**config.mk**
```make
export PLATFORM = sky130hd
export DESIGN_NAME = kbd_uart_rx
export DESIGN_NICKNAME = d
export VERILOG_FILES = /design/src/rtl/up16_io_pkg.sv /design/src/rtl/sync2.sv /design/src/rtl/kbd_uart_rx.sv
export SDC_FILE = /design/constraint.sdc
export NUM_CORES = 1
export LEC_CHECK = 0
export ABC_AREA = 1
export CAP_MARGIN = 20
export CORE_MARGIN = 2
export CORE_UTILIZATION = 35
export CTS_BUF_LIST = sky130_fd_sc_hd__clkbuf_16
export DETAILED_ROUTE_END_ITERATION = 12
export PLACE_DENSITY = 0.63
export SLEW_MARGIN = 30
export SYNTH_ARGS = -nofsm -noshare
export SYNTH_HDL_FRONTEND = slang
export SYNTH_SLANG_ARGS = --single-unit
```
**constraint.sdc**
```tcl
create_clock -name clkin -period 1.4 [get_ports clkin]
set_input_delay 0.14 -clock clkin [delete_from_list [all_inputs] [get_ports clkin]]
set_output_delay 0.14 -clock clkin [all_outputs]
set_load 0.01 [all_outputs]
```
**src/rtl/up16_io_pkg.sv**
```systemverilog
// Shared constants and state encoding for the UP16 serial I/O blocks.
package up16_io_pkg;

  localparam int CLKS_PER_BIT_DEF = 16;
  localparam int FRAME_BITS       = 8;

  typedef enum logic [2:0] {
    IDLE,
    START,
    DATA,
    STOP,
    WAIT_IDLE
  } rx_state_e;

endpackage

```
**src/rtl/sync2.sv**
```systemverilog
// Two-flop synchronizer for asynchronous single-bit inputs; resets to the line idle level.
module sync2 #(
  parameter logic RST_VAL = 1'b1
) (
  input  logic clk_i,
  input  logic rst_n_i,
  input  logic d_i,
  output logic q_o
);

  logic s1_q;
  logic s2_q;

  always_ff @(posedge clk_i or negedge rst_n_i) begin
    if (!rst_n_i) begin
      s1_q <= RST_VAL;
      s2_q <= RST_VAL;
    end else begin
      s1_q <= d_i;
      s2_q <= s1_q;
    end
  end

  assign q_o = s2_q;

endmodule

```
**src/rtl/kbd_uart_rx.sv**
```systemverilog
// 8N1 keyboard serial receiver presenting a byte and input-ready flag to the UP16 CPU.
//   state     | meaning
//   IDLE      | line idle, waiting for rxs low
//   START     | half-bit check that the start bit is real
//   DATA      | sampling 8 data bits mid-bit, LSB first
//   STOP      | sampling stop bit; high commits, low is a frame error
//   WAIT_IDLE | after a frame error, waiting for the line to return high
module kbd_uart_rx
  import up16_io_pkg::*;
#(
  parameter int CLKS_PER_BIT = CLKS_PER_BIT_DEF
) (
  input  logic       clkin,
  input  logic       rst,
  input  logic       rxd,
  input  logic       inp_ack,
  output logic [7:0] keyboard,
  output logic       fgi,
  output logic       frame_err,
  output logic       overrun
);

  localparam int CNT_W = $clog2(CLKS_PER_BIT);
  localparam int BIT_W = $clog2(FRAME_BITS);
  localparam logic [CNT_W-1:0] CNT_HALF = CNT_W'(CLKS_PER_BIT / 2 - 1);
  localparam logic [CNT_W-1:0] CNT_FULL = CNT_W'(CLKS_PER_BIT - 1);
  localparam logic [BIT_W-1:0] BIT_LAST = BIT_W'(FRAME_BITS - 1);

  logic rxs;

  rx_state_e        state_q, state_d;
  logic [CNT_W-1:0] cnt_q, cnt_d;
  logic [BIT_W-1:0] bit_q, bit_d;
  logic [7:0]       shift_q, shift_d;
  logic             commit_q, commit_d;
  logic             fe_set;
  logic [7:0]       keyboard_q, keyboard_d;
  logic             fgi_q, fgi_d;
  logic             frame_err_q, frame_err_d;
  logic             overrun_q, overrun_d;

  sync2 #(.RST_VAL(1'b1)) u_sync_rxd (
    .clk_i  (clkin),
    .rst_n_i(rst),
    .d_i    (rxd),
    .q_o    (rxs)
  );

  always_comb begin
    state_d  = state_q;
    cnt_d    = cnt_q;
    bit_d    = bit_q;
    shift_d  = shift_q;
    commit_d = 1'b0;
    fe_set   = 1'b0;
    case (state_q)
      IDLE: begin
        cnt_d = '0;
        if (!rxs) state_d = START;
      end
      START: begin
        if (cnt_q == CNT_HALF) begin
          cnt_d   = '0;
          bit_d   = '0;
          state_d = rxs ? IDLE : DATA;
        end else begin
          cnt_d = cnt_q + CNT_W'(1);
        end
      end
      DATA: begin
        if (cnt_q == CNT_FULL) begin
          cnt_d   = '0;
          shift_d = {rxs, shift_q[7:1]};
          bit_d   = bit_q + BIT_W'(1);
          if (bit_q == BIT_LAST) state_d = STOP;
        end else begin
          cnt_d = cnt_q + CNT_W'(1);
        end
      end
      STOP: begin
        if (cnt_q == CNT_FULL) begin
          cnt_d = '0;
          if (rxs) begin
            commit_d = 1'b1;
            state_d  = IDLE;
          end else begin
            fe_set  = 1'b1;
            state_d = WAIT_IDLE;
          end
        end else begin
          cnt_d = cnt_q + CNT_W'(1);
        end
      end
      WAIT_IDLE: begin
        cnt_d = '0;
        if (rxs) state_d = IDLE;
      end
      default: state_d = IDLE;
    endcase
  end

  // A commit landing with inp_ack wins: the new byte stays pending, only the error flags clear.
  always_comb begin
    keyboard_d  = commit_q ? shift_q : keyboard_q;
    fgi_d       = commit_q | (fgi_q & ~inp_ack);
    overrun_d   = (commit_q & fgi_q & ~inp_ack) | (overrun_q & ~inp_ack);
    frame_err_d = fe_set | (frame_err_q & ~inp_ack);
  end

  always_ff @(posedge clkin or negedge rst) begin
    if (!rst) begin
      state_q     <= IDLE;
      cnt_q       <= '0;
      bit_q       <= '0;
      shift_q     <= '0;
      commit_q    <= 1'b0;
      keyboard_q  <= '0;
      fgi_q       <= 1'b0;
      frame_err_q <= 1'b0;
      overrun_q   <= 1'b0;
    end else begin
      state_q     <= state_d;
      cnt_q       <= cnt_d;
      bit_q       <= bit_d;
      shift_q     <= shift_d;
      commit_q    <= commit_d;
      keyboard_q  <= keyboard_d;
      fgi_q       <= fgi_d;
      frame_err_q <= frame_err_d;
      overrun_q   <= overrun_d;
    end
  end

  assign keyboard  = keyboard_q;
  assign fgi       = fgi_q;
  assign frame_err = frame_err_q;
  assign overrun   = overrun_q;

endmodule

```
==> results of run 1 <==
sequential cells by signal, indices dropped and copies added, names as in the netlist:
name and count:
u_sync_rxd.s1_q 1, keyboard 8, commit_q 1, cnt_q 4
state_q 3, frame_err 1, fgi 1, bit_q 3
u_sync_rxd.q_o 1, overrun 1, shift_q 8
cells by family after synthesis:
group,count (synthesis),share of synthesized area
buffers and inverters,21,0.0632
AND/OR/NAND/NOR,63,0.200
XOR/XNOR,1,0.00632
multiplexers,2,0.0162
AO/OA/AOI/OAI,24,0.107
adder cells (fa/ha/maj),3,0.0271
flip-flops,32,0.579
cell usage in the layout, fill, tap and decap left out, types with 3 or more instances in the layout:
master,n
nor2_2,4
nand3_1,7
clkbuf_16,5
inv_2,3
nand2_1,33
dfrtp_1,28
o21ai_2,7
inv_1,16
nor2_1,9
clkdlybuf4s50_1,14
nand2_2,3
a21oi_1,10
o21ai_0,4
buf_4,7
power by group through the flow:
stage | combinational (W) | sequential (W) | clock (W)
after floorplan | 0.000359 | 0.00108 | 0
after global placement | 0.000463 | 0.00109 | 0
after detailed placement | 0.000502 | 0.00110 | 0
after CTS | 0.000503 | 0.00109 | 0.00103
after global routing | 0.000653 | 0.00112 | 0.00107
final | 0.000580 | 0.00111 | 0.00100
per-layer routing:
layer,global-route usage,routed length [µm]
met5,0,0
met4,0.0740,61
met3,0.0574,113
met2,0.240,1430
met1,0.170,1190
layout make-up:
| type | count | share of cell area |
|---|---|---|
| multi-input cells | 93 | 0.294 |
| well taps | 48 | 0.0329 |
| repair buffers | 23 | 0.118 |
| flip-flops and latches | 32 | 0.442 |
| clock inverters | 3 | 0.00823 |
| clock buffers | 5 | 0.0686 |
| inverters | 18 | 0.0370 |
final timing paths:
| path | from | end | slack [ns] | depth (start not counted) |
|---|---|---|---|---|
| min in group clkin | rxd | u_sync_rxd.s1_q | 0.28 | 1 |
| max in group asynchronous | rst | bit_q[2] | 0.91 | 2 |
| worst min-delay path | rst | state_q[2] | 0.19 | 2 |
| worst max register to register | cnt_q[1] | shift_q[5] | 0.08 | 7 |
| worst min register to register | u_sync_rxd.s1_q | u_sync_rxd.q_o | 0.36 | 0 |
| worst max-delay path | fgi | fgi | 0.06 | 1 |
through the flow:
stage	utilization	worst slack [ns]	power, W	cell area, µm²	TNS [ns]
final	0.487	0.0552	0.00270	1820	0
after floorplan	-	0.122	0.00144	1390	0
after global routing	0.487	-0.0172	0.00285	1820	-0.0450
after CTS	0.468	0.0267	0.00262	1750	0
after detailed placement	0.430	0.0382	0.00160	1610	0
after global placement	0.430	0.102	0.00156	1610	0
timing repair:
item / 4_1_cts / 5_1_grt
gates resized for setup: 0 / 13
setup buffers: 0 / 3
setup endpoints to repair: 0 / 14
==> run_results.csv, run 1 <==
group,metric,value,unit
layout,multiInputGateArea,536,µm²
critical_path,worst-path-buf-inv,1,
pwr,leakage,0.863,nW
timing,fin_worst_skew,0.00341,ns
floorplan,start_util,0.370,
cts,cts_htree_levels,2,
critical_path,cp.required,1.26,ns
placed_design,dp_cells,211,
logic_synthesis,synth.net_count,153,
logic_synthesis,synth_top_area_share,0.542,
logic_synthesis,synth.distinct_cells,25,
logic_synthesis,yosys-top-cells-count,"nand2_1 (36), dfrtp_1 (30), inv_1 (15), a21oi_1 (10), nor2_1 (10)",
pwr,p_int,0.00188,W
layout,area_delta_synth_final,31.6,%
layout,nFillCells,358,
cts,ctsHoldBuffers,0,
critical_path,max_stage_delay,0.56,ns
worst_hold_path,hold_class,"in -> async",
routing,drt-total-wl,2.79,mm
pwr,max-vdd-ir-drop,0.902,mV
layout,nNetsFinal,180,
global_route,grt.total_usage,0.148,
layout,drive_gt1_frac,0.247,
pwr,p_comb_frac,0.215,
floorplan,rows,22,
global_route,grt_pass1_wl,4.75,mm
layout,n_antenna_cell,0,
logic_synthesis,ys_seq_area_frac,0.579,
floorplan,io-pin-count,15,
critical_path,critPathLaunchType,"register",
pwr,p_clk_frac,0.372,
cts,cts_root_buffer,"clkbuf_16",
routing,ant_nets,0,
pwr,p_switching,0.000819,W
logic_synthesis,netlist_area,1390,µm²
layout,regArea,806,µm²
flow_run,maxCapViolCount,0,
floorplan,core,3740,µm²
timing,relSlewSlack,0.801,
logic_synthesis,avgSynthCellArea,9.50,µm²
critical_path,crit_family,"buffers and inverters",
pwr,power.density,1480,nW/µm²
timing,rsz0062_at_grt,"yes",
routing,drt-pass1-iter-count,4,
cts,cts_tree,"done",
critical_path,cpMaxStageDelayCell,"clkdlybuf4s50_1",
critical_path,critPathArrivalTime,1.20,ns
logic_synthesis,synth_most_common_cell,"nand2_1",
status,status,"complete, no violations",
routing,drtIter0Drc,22,
timing,slew_violations,0,
logic_synthesis,yosys_warnings,0,
placed_design,portBuffers,14,
floorplan,die_height,66.9,µm
global_route,antenna_found_initial,0,
layout,layout.cells.non_filler,222,
placed_design,hpwlAfterDp,2.00,mm
floorplan,die_x,66.9,µm
timing,final.min_clock_period,1.34,ns
placed_design,gp_routability_congestion,0.880,
pwr,switching_share,0.304,
critical_path,path_class,"reg -> out",
cts,cts.sinks,32,
global_route,grt-ovfl-total,0,
timing,worst_pin_slew,0.297,ns
logic_synthesis,synth_cells,146,
routing,post_drt_wl_per_cell,12.6,µm
routing,via_per_inst,4.66,
logic_synthesis,yosys.area.top_type,"dfrtp_1",
logic_synthesis,async_reset_ff_frac,1.00,
timing,setup_viol,0,
global_route,grt_pass1_vias,1058,
logic_synthesis,synth_ff_type,"dfrtp_1",
timing,hold_viol,0,
cts,path_clk_slew,0.05,ns
critical_path,endpoint_kind,"primary output",
logic_synthesis,synthTopCellsByArea,"dfrtp_1 (54%), nand2_1 (9.7%), o21ai_2 (4.4%), inv_1 (4.1%), dfstp_2 (3.8%)",
global_route,grt_max_degree,24,
logic_synthesis,ys_ff_latch,32,
cts,clock_latency,0.27,ns
critical_path,worstPathMaxFanout,3,
floorplan,die_area,4480,µm²
pwr,pwr-share-seq,0.413,
cts,clockBufferDepth,2,
logic_synthesis,synth_edf_count,0,
timing,period_share,0.961,
routing,vias,1035,
timing,max_freq,744,MHz
critical_path,cp_cell_sequence,"clkdlybuf4s50_1",
cts,cts_buffers,5,
routing,drc_errors,0,
timing,hold_slack,0.187,ns
(Power assumes the default switching activity.)
==> run 2: changes to the inputs <==
--- a/config.mk
+++ b/config.mk
@@ -6,7 +6,6 @@
 export NUM_CORES = 1
 export LEC_CHECK = 0
 export ABC_AREA = 1
-export CAP_MARGIN = 20
 export CORE_MARGIN = 2
 export CORE_UTILIZATION = 35
 export CTS_BUF_LIST = sky130_fd_sc_hd__clkbuf_16
==> results of run 2 <==
Final layout, timing and power as in run 1 (identical DEF).
==> run 3: changes to the inputs <==
--- a/config.mk
+++ b/config.mk
@@ -10,7 +10,7 @@
 export CORE_UTILIZATION = 35
 export CTS_BUF_LIST = sky130_fd_sc_hd__clkbuf_16
 export DETAILED_ROUTE_END_ITERATION = 12
-export PLACE_DENSITY = 0.63
+export HOLD_SLACK_MARGIN = 0.05
 export SLEW_MARGIN = 30
 export SYNTH_ARGS = -nofsm -noshare
 export SYNTH_HDL_FRONTEND = slang
==> run 3 against run 2 <==
  * Cell area rose by 2.2%
  * Clock power rose by 20%
  * Sequential power barely moved
  * Power rose by 6.0%
  * Clock-buffer cell count did not move
  * Cell count fell by 0.45%
  * Global-route usage fell by 0.89 points
  * Critical path depth did not move
  * Wire length fell by 4.2%
  * Non-clock buffer count fell by 1
  * Largest cell class unchanged
==> run_results.csv, run 3 (synthesis gave the netlist of run 1 again) <==
group,metric,value,unit
status,status,"complete, no violations",
floorplan,core,3740,µm²
critical_path,rr_worst_depth,7,
timing,fin_worst_skew,0.00204,ns
critical_path,cpMaxStageDelayCell,"clkdlybuf4s50_1",
routing,drt-pass1-iter-count,4,
critical_path,critPathArrivalTime,1.18,ns
placed_design,portBuffers,14,
pwr,max-vdd-ir-drop,0.825,mV
critical_path,path_class,"reg -> out",
timing,hold_viol,0,
placed_design,placed_cell_area,1620,µm²
pwr,pwr-share-seq,0.387,
pwr,fin_total_pwr,0.00286,W
critical_path,cp.required,1.26,ns
worst_hold_path,hold_class,"in -> async",
floorplan,start_util,0.370,
cts,path_clk_slew,0.05,ns
layout,layout_commonest_cell,"nand2_1",
timing,rsz0062_at_grt,"no",
timing,worst_pin_slew,0.419,ns
layout,regArea,803,µm²
global_route,grt_pass1_vias,978,
routing,ant_nets,0,
cts,cts_buffers,5,
cts,cts_root_buffer,"clkbuf_16",
routing,via_per_inst,4.68,
critical_path,crit_family,"buffers and inverters",
critical_path,critPathLaunchType,"register",
placed_design,hpwlAfterDp,1.85,mm
critical_path,max_stage_delay,0.54,ns
cts,clockBufferDepth,2,
layout,nFillCells,356,
routing,vias,1035,
global_route,antenna_found_initial,0,
floorplan,die_height,66.9,µm
global_route,grt.total_usage,0.139,
cts,cts_htree_levels,2,
timing,period_share,0.943,
pwr,power.density,1530,nW/µm²
timing,setup_viol,0,
pwr,p_clk_frac,0.420,
routing,post_drt_wl_per_cell,12.1,µm
timing,relSlewSlack,0.720,
floorplan,die_area,4480,µm²
layout,final_cell_mix,"nand2_1 (33), dfrtp_1 (30), inv_1 (15), clkdlybuf4s50_1 (14)",
floorplan,rows,22,
flow_run,maxCapViolCount,0,
timing,slew_violations,0,
pwr,p_switching,0.000817,W
layout,final_area,1860,µm²
pwr,leakage,0.884,nW
layout,layout.cells.non_filler,221,
pwr,p_int,0.00204,W
timing,setup_tns,0,ns
layout,nNetsFinal,179,
cts,clock_latency,0.28,ns
placed_design,dp_cells,210,
placed_design,pre_cts_ws,0.0584,ns
layout,area_delta_synth_final,34.5,%
global_route,grt_max_degree,15,
layout,n_antenna_cell,0,
timing,final.min_clock_period,1.32,ns
critical_path,worst-path-buf-inv,1,
global_route,grt_pass1_wl,4.55,mm
global_route,grt-ovfl-total,0,
cts,cts_tree,"done",
floorplan,io-pin-count,15,
cts,ctsHoldBuffers,0,
timing,setup_ws,0.0796,ns
critical_path,endpoint_kind,"primary output",
cts,cts.sinks,32,
routing,drtIter0Drc,24,
routing,drt-total-wl,2.68,mm
critical_path,worstPathMaxFanout,3,
layout,drive_gt1_frac,0.237,
routing,drc_errors,0,
floorplan,die_x,66.9,µm
critical_path,cp_cell_sequence,"clkdlybuf4s50_1",
pwr,p_comb_frac,0.193,
pwr,switching_share,0.286,
placed_design,gp_routability_congestion,0.958,
critical_path,crit_cells,1,
timing,max_freq,757,MHz
layout,multiInputGateArea,541,µm²
-- run 3: metrics by stage --
stage	utilization	hold WS, ns
2_1_floorplan	-	-0.156
3_3_place_gp	0.432	0.347
3_5_place_dp	0.432	0.355
4_1_cts	0.475	0.186
5_1_grt	0.498	0.196
6_report	0.498	0.167
-- run 3: final cells by class --
type | instances | share of cell area
clock buffers | 5 | 0.0671
clock inverters | 3 | 0.0201
inverters | 18 | 0.0362
multi-input cells | 93 | 0.290
flip-flops and latches | 32 | 0.431
well taps | 48 | 0.0322
repair buffers | 22 | 0.123
-- run 3: path summary, 6_finish.rpt --
path | from | endpoint | slack [ns]
worst max-delay path | fgi | fgi | 0.08
worst min-delay path | rst | cnt_q[0] | 0.17
worst max register to register | cnt_q[1] | shift_q[7] | 0.08
worst min register to register | u_sync_rxd.s1_q | u_sync_rxd.q_o | 0.36
max in group asynchronous | rst | keyboard[6] | 0.71
min in group clkin | rxd | u_sync_rxd.s1_q | 0.27
-- run 3: power groups by stage --
stage                     clock [W]  sequential [W]  combinational [W]
after floorplan                   0         0.00108           0.000359
after global placement            0         0.00109           0.000472
after detailed placement          0         0.00109           0.000492
after CTS                   0.00122         0.00108           0.000491
after global routing        0.00127         0.00111           0.000629
final                       0.00120         0.00111           0.000551
-- run 3: repair_timing --
action,CTS,global route
hold endpoints to repair,0,0
gates resized for setup,0,10
setup buffers,0,2
setup endpoints to repair,0,14
-- run 3: metal layers --
metal	up-vias	wire length (µm)	GRT usage
met5	-	0	0
met4	0	60	0.0689
met3	7	127	0.0456
met2	19	1280	0.220
met1	489	1200	0.170
li1	520	-	-
